==> src/rtl/uart_tx_arbiter.sv <==
// Round-robin arbiter sharing one UART transmitter between the CPU store path (req0) and a debug/trace source (req1).
// Optional packet lock is enabled with `define UART_ARB_PACKET_LOCK_EN.
//
//   state | meaning
//   ------+----------------------------------------------------------
//   IDLE  | no byte held; selected requester sees ready, accept on edge
//   SEND  | byte held on uart_data with uart_valid=1 until uart_ready
module uart_tx_arbiter #(
    parameter int unsigned LOCK_TIMEOUT = 1024
) (
    input  logic       clk,
    input  logic       reset,
    input  logic       req0_valid,
    input  logic [7:0] req0_data,
    output logic       req0_ready,
    input  logic       req1_valid,
    input  logic [7:0] req1_data,
    output logic       req1_ready,
    output logic [7:0] uart_data,
    output logic       uart_valid,
    input  logic       uart_ready,
    output logic       busy,
    output logic       grant_id
);

    typedef enum logic {
        IDLE = 1'b0,
        SEND = 1'b1
    } state_t;

    state_t state;
    logic   rr;
    logic   allow0;
    logic   allow1;
    logic   cand0;
    logic   cand1;
    logic   sel_valid;
    logic   sel_id;

`ifdef UART_ARB_PACKET_LOCK_EN
    logic        locked;
    logic [15:0] idle_cnt;
    logic        owner_valid;

    // While locked, only the owner of the last transferred byte may be selected.
    assign allow0      = !locked || (grant_id == 1'b0);
    assign allow1      = !locked || (grant_id == 1'b1);
    assign owner_valid = grant_id ? req1_valid : req0_valid;

    always_ff @(posedge clk or negedge reset) begin
        if (!reset) begin
            locked   <= 1'b0;
            idle_cnt <= 16'd0;
        end else if (state == IDLE) begin
            if (sel_valid) begin
                idle_cnt <= 16'd0;
            end else if (locked && !owner_valid) begin
                if ((32'(idle_cnt) + 32'd1) >= LOCK_TIMEOUT)
                    locked <= 1'b0;
                if (idle_cnt != 16'hFFFF)
                    idle_cnt <= idle_cnt + 16'd1;
            end
        end else if (uart_ready) begin
            locked <= (uart_data != 8'h0A);
        end
    end
`else
    logic unused_lock_timeout;

    assign allow0              = 1'b1;
    assign allow1              = 1'b1;
    assign unused_lock_timeout = (LOCK_TIMEOUT == 32'd0);
`endif

    always_comb begin
        cand0     = req0_valid && allow0;
        cand1     = req1_valid && allow1;
        sel_valid = (state == IDLE) && (cand0 || cand1);
        sel_id    = (cand0 && cand1) ? rr : cand1;
    end

    assign req0_ready = sel_valid && !sel_id;
    assign req1_ready = sel_valid && sel_id;

    always_ff @(posedge clk or negedge reset) begin
        if (!reset) begin
            state      <= IDLE;
            rr         <= 1'b0;
            uart_data  <= 8'h00;
            uart_valid <= 1'b0;
            busy       <= 1'b0;
            grant_id   <= 1'b0;
        end else begin
            case (state)
                IDLE: begin
                    if (sel_valid) begin
                        uart_data  <= sel_id ? req1_data : req0_data;
                        grant_id   <= sel_id;
                        uart_valid <= 1'b1;
                        busy       <= 1'b1;
                        state      <= SEND;
                    end
                end
                SEND: begin
                    if (uart_ready) begin
                        uart_valid <= 1'b0;
                        busy       <= 1'b0;
                        rr         <= ~grant_id;
                        state      <= IDLE;
                    end
                end
                default: state <= IDLE;
            endcase
        end
    end

endmodule

==> config.mk <==
export PLATFORM = sky130hd
export DESIGN_NAME = uart_tx_arbiter
export DESIGN_NICKNAME = d
export VERILOG_FILES = /design/src/rtl/uart_tx_arbiter.sv
export SDC_FILE = /design/constraint.sdc
export NUM_CORES = 1
export LEC_CHECK = 0
export ABC_AREA = 1
export CORE_UTILIZATION = 34
export CTS_CLUSTER_SIZE = 16
export DETAILED_ROUTE_END_ITERATION = 6
export PLACE_DENSITY = 0.74
export SYNTH_ARGS = -nofsm -noshare
export SYNTH_HDL_FRONTEND = slang
export SYNTH_SLANG_ARGS = --single-unit
==> constraint.sdc <==
create_clock -name clk -period 1.1 [get_ports clk]
set_clock_uncertainty 0.05 [all_clocks]
set_input_delay 0.22 -clock clk [delete_from_list [all_inputs] [get_ports clk]]
set_output_delay 0.22 -clock clk [all_outputs]
set_load 0.02 [all_outputs]
==> impl_results.md <==
- FF+latch count, synth: 12
- Power per cell area: 1526 mW/mm^2
- Final min period: 1.359 ns
- Total power: 1789 uW
- CP cell instances: nor2_4 -> inv_4 -> a21oi_4 -> buf_6
- GP Congestion: 0.7791
- # clock sinks: 12
- Crit path arrival time: 1.09 ns
- CTS tree: built
- Status: complete, but fails checks
- Initial Util: 36.92%
- F_max: 735.9 MHz
- DP HPWL: 1324 microns
- Worst VDD drop: 753.9 uV
- Top cell type's share of synthesized area: 46.60%
- Cell count after synthesis: 88
- Final setup fails: 2
- Total grt overflow: 0
- First DRT Iteration DRCs: 12
- Worst slew pin tran: 0.1801 ns
- Clock Latency Late Sink: 0.27 ns
- Die width: 45.54 microns
- Post-Syn Nets: 109
- DRC viols: 0
- Worst Path Max Fanout: 2
- Number of enable flip-flop cells after synthesis: 0
- CP peak stage delay: 0.42 ns
- Critical path launch point type: register
- Post-place setup slack: -0.8533 ns
- Via count: 736
- Critical-path top delay cell: dfrtp_1
- Average wire per standard cell: 11.52 microns
- PortBufs: 33
- Yosys warns: 0
- Final #Nets: 160
- Ys flop type: dfrtp_1
- Pleak: 0.0006451 uW
- Async SR Flop Fraction: 100.0%
- Most common cell in the netlist: nand2_1
- Reg2Reg Depth: 6
- Avg Vias per Cell: 4.515
- Initial antenna violation count: 0
- Slew Viols, Final: 0
- Clock transition at the registers of the reported paths: 0.08 ns
- Row Count: 15
- IO Count: 34
- Largest net degree at the start of global routing: 13
- Sequential share of the synthesized area: 46.60%
- Die area: 0.002073 sq mm
- Failing checks: negative setup slack
- RSZ-0062 raised after global routing: true
- Vias in the first global route: 635
- First-pass GRT wire length: 2849 microns
- Core ar.: 0.001745 sq mm
- CP endpoint kind: output pin
- HP Class: in -> async
- Setup WS post-layout: -0.2589 ns
- Mapped Avg Cell Area: 7.322 sq um
- Ratio of cells with drive above 1 in the final layout: 28.99%
- H-tree Lvls: 1
- Hold buffers post-CTS: 0
- Root Driver: clkbuf_4
- Final Cycle Share: 123.5%
- Largest area contributor in the netlist: dfrtp_1
- Synth top cells by count: 27 x nand2_1, 19 x inv_1, 16 x nand3_1
- Top cells by area, synth: dfrtp_1 47%, nand2_1 16%, nand3_1 12%, inv_1 11%, buf_4 2.3%
- Max-cap violation count: 0
- Deepest clock path buffer count: 2
- Ant. Diodes: 0
- Final ANT Viol Nets: 0
- Die extent in y: 45.54 microns
- CTS Buf Count: 3
- Hold Fails Final Rpt: 0
- Netlist cell types: 15
- Critical Path RT: 0.83 ns
- Slew HR: 87.99%
- Total track usage: 19.59%
- Mapped Area: 644.4 sq um
- DRT Pass-1 Iters: 4
- Routed WL: 1878 microns
- Area added between synthesis and finish: 81.94%
- Critical setup path kind: reg -> out
==> critical path: cells and delay by family, from the launching register on <==
kind	cells	cell delay [ns]
buffers and inverters	2	0.17
and+or+nand+nor	1	0.12
DFF	1	0.42
AOI/OAI and AO/OA	1	0.10
==> final timing paths <==
path | startpoint | to | slack [ns]
max in group asynchronous | reset | uart_data[5]$_DFFE_PN0P_ | 0.65
setup / recovery | state$_DFF_PN0_ | req0_ready | -0.26
min in group clk | req1_valid | state$_DFF_PN0_ | 0.35
hold reg to reg | uart_data[1]$_DFFE_PN0P_ | uart_data[1]$_DFFE_PN0P_ | 0.46
hold / removal | reset | uart_data[4]$_DFFE_PN0P_ | 0.19
setup reg to reg | rr$_DFFE_PN0P_ | uart_data[5]$_DFFE_PN0P_ | 0.03
==> cells in the final DEF (no fill, tap or decap), drive strengths merged <==
| master | instances |
|---|---|
| nand3 | 16 |
| clkbuf | 4 |
| buf | 28 |
| dlygate4sd2 | 2 |
| nand2 | 29 |
| nor2 | 5 |
| clkdlybuf4s50 | 18 |
| a21oi | 2 |
| o21ai | 2 |
| inv | 20 |
| dfrtp | 12 |
==> report_power, final <==
| group | total (uW) | leakage, uW | internal [uW] | switching, uW |
|---|---|---|---|---|
| clock network | 361 | 0.0000210 | 201 | 160 |
| registers | 623 | 0.000145 | 543 | 79.6 |
| logic | 805 | 0.000479 | 426 | 379 |
==> layer usage <==
layer  routed length (microns)  vias to the layer above  track usage, %
li1                          -                      364               -
met1                       786                      340           25.74
met2                       927                       27           29.43
met3                       125                        5           3.175
met4                        38                        0           12.73
met5                         0                        -               0
==> cell type report <==
class | count | area (sq um)
Multi-Input combinational cell | 54 | 266.5
Inverter | 20 | 77.57
Clock buffer | 4 | 36.28
Timing Repair Buffer | 48 | 460.4
Tap cell | 25 | 31.28
Fill cell | 148 | 573.1
Sequential cell | 12 | 300.3
==> metrics by stage <==
| stage | hold slack [ns] | area, sq um | TNS [ns] | instances | util [%] |
|---|---|---|---|---|---|
| CTS | 0.1923 | 1096 | -0.5811 | 159 | 62.80 |
| floorplan | -0.1256 | 654.4 | -0.07863 | 88 | - |
| detailed placement | 0.4228 | 1084 | -6.317 | 155 | 62.08 |
| finish | 0.1864 | 1172 | -0.5131 | 163 | 67.17 |
| global route | 0.2074 | 1172 | -0.8891 | 163 | 67.17 |
| global placement | 0.4119 | 1084 | -5.805 | 155 | 62.08 |
==> registers in the layout, summed over array words and instances, names as in the netlist <==
signal and count:
rr 1, uart_data 8, state 1, busy 1, grant_id 1
==> timing repair <==
item	in CTS	in global routing
gates cloned	0	1
endpoints found under the hold margin	0	0
setup buffers	1	5
endpoints found under the setup margin	22	22
gates resized for setup	68	16
pin swaps	1	1
==> cells by family (layout without fill, tap and decap cells) <==
family / after synthesis / in the layout / share of synthesized area (%)
AO/OA/AOI/OAI: 4 / 4 / 3.687
flip-flops: 12 / 12 / 46.60
buffers and inverters: 22 / 72 / 14.37
AND/OR/NAND/NOR: 50 / 50 / 35.34
(Power assumes the default switching activity.)
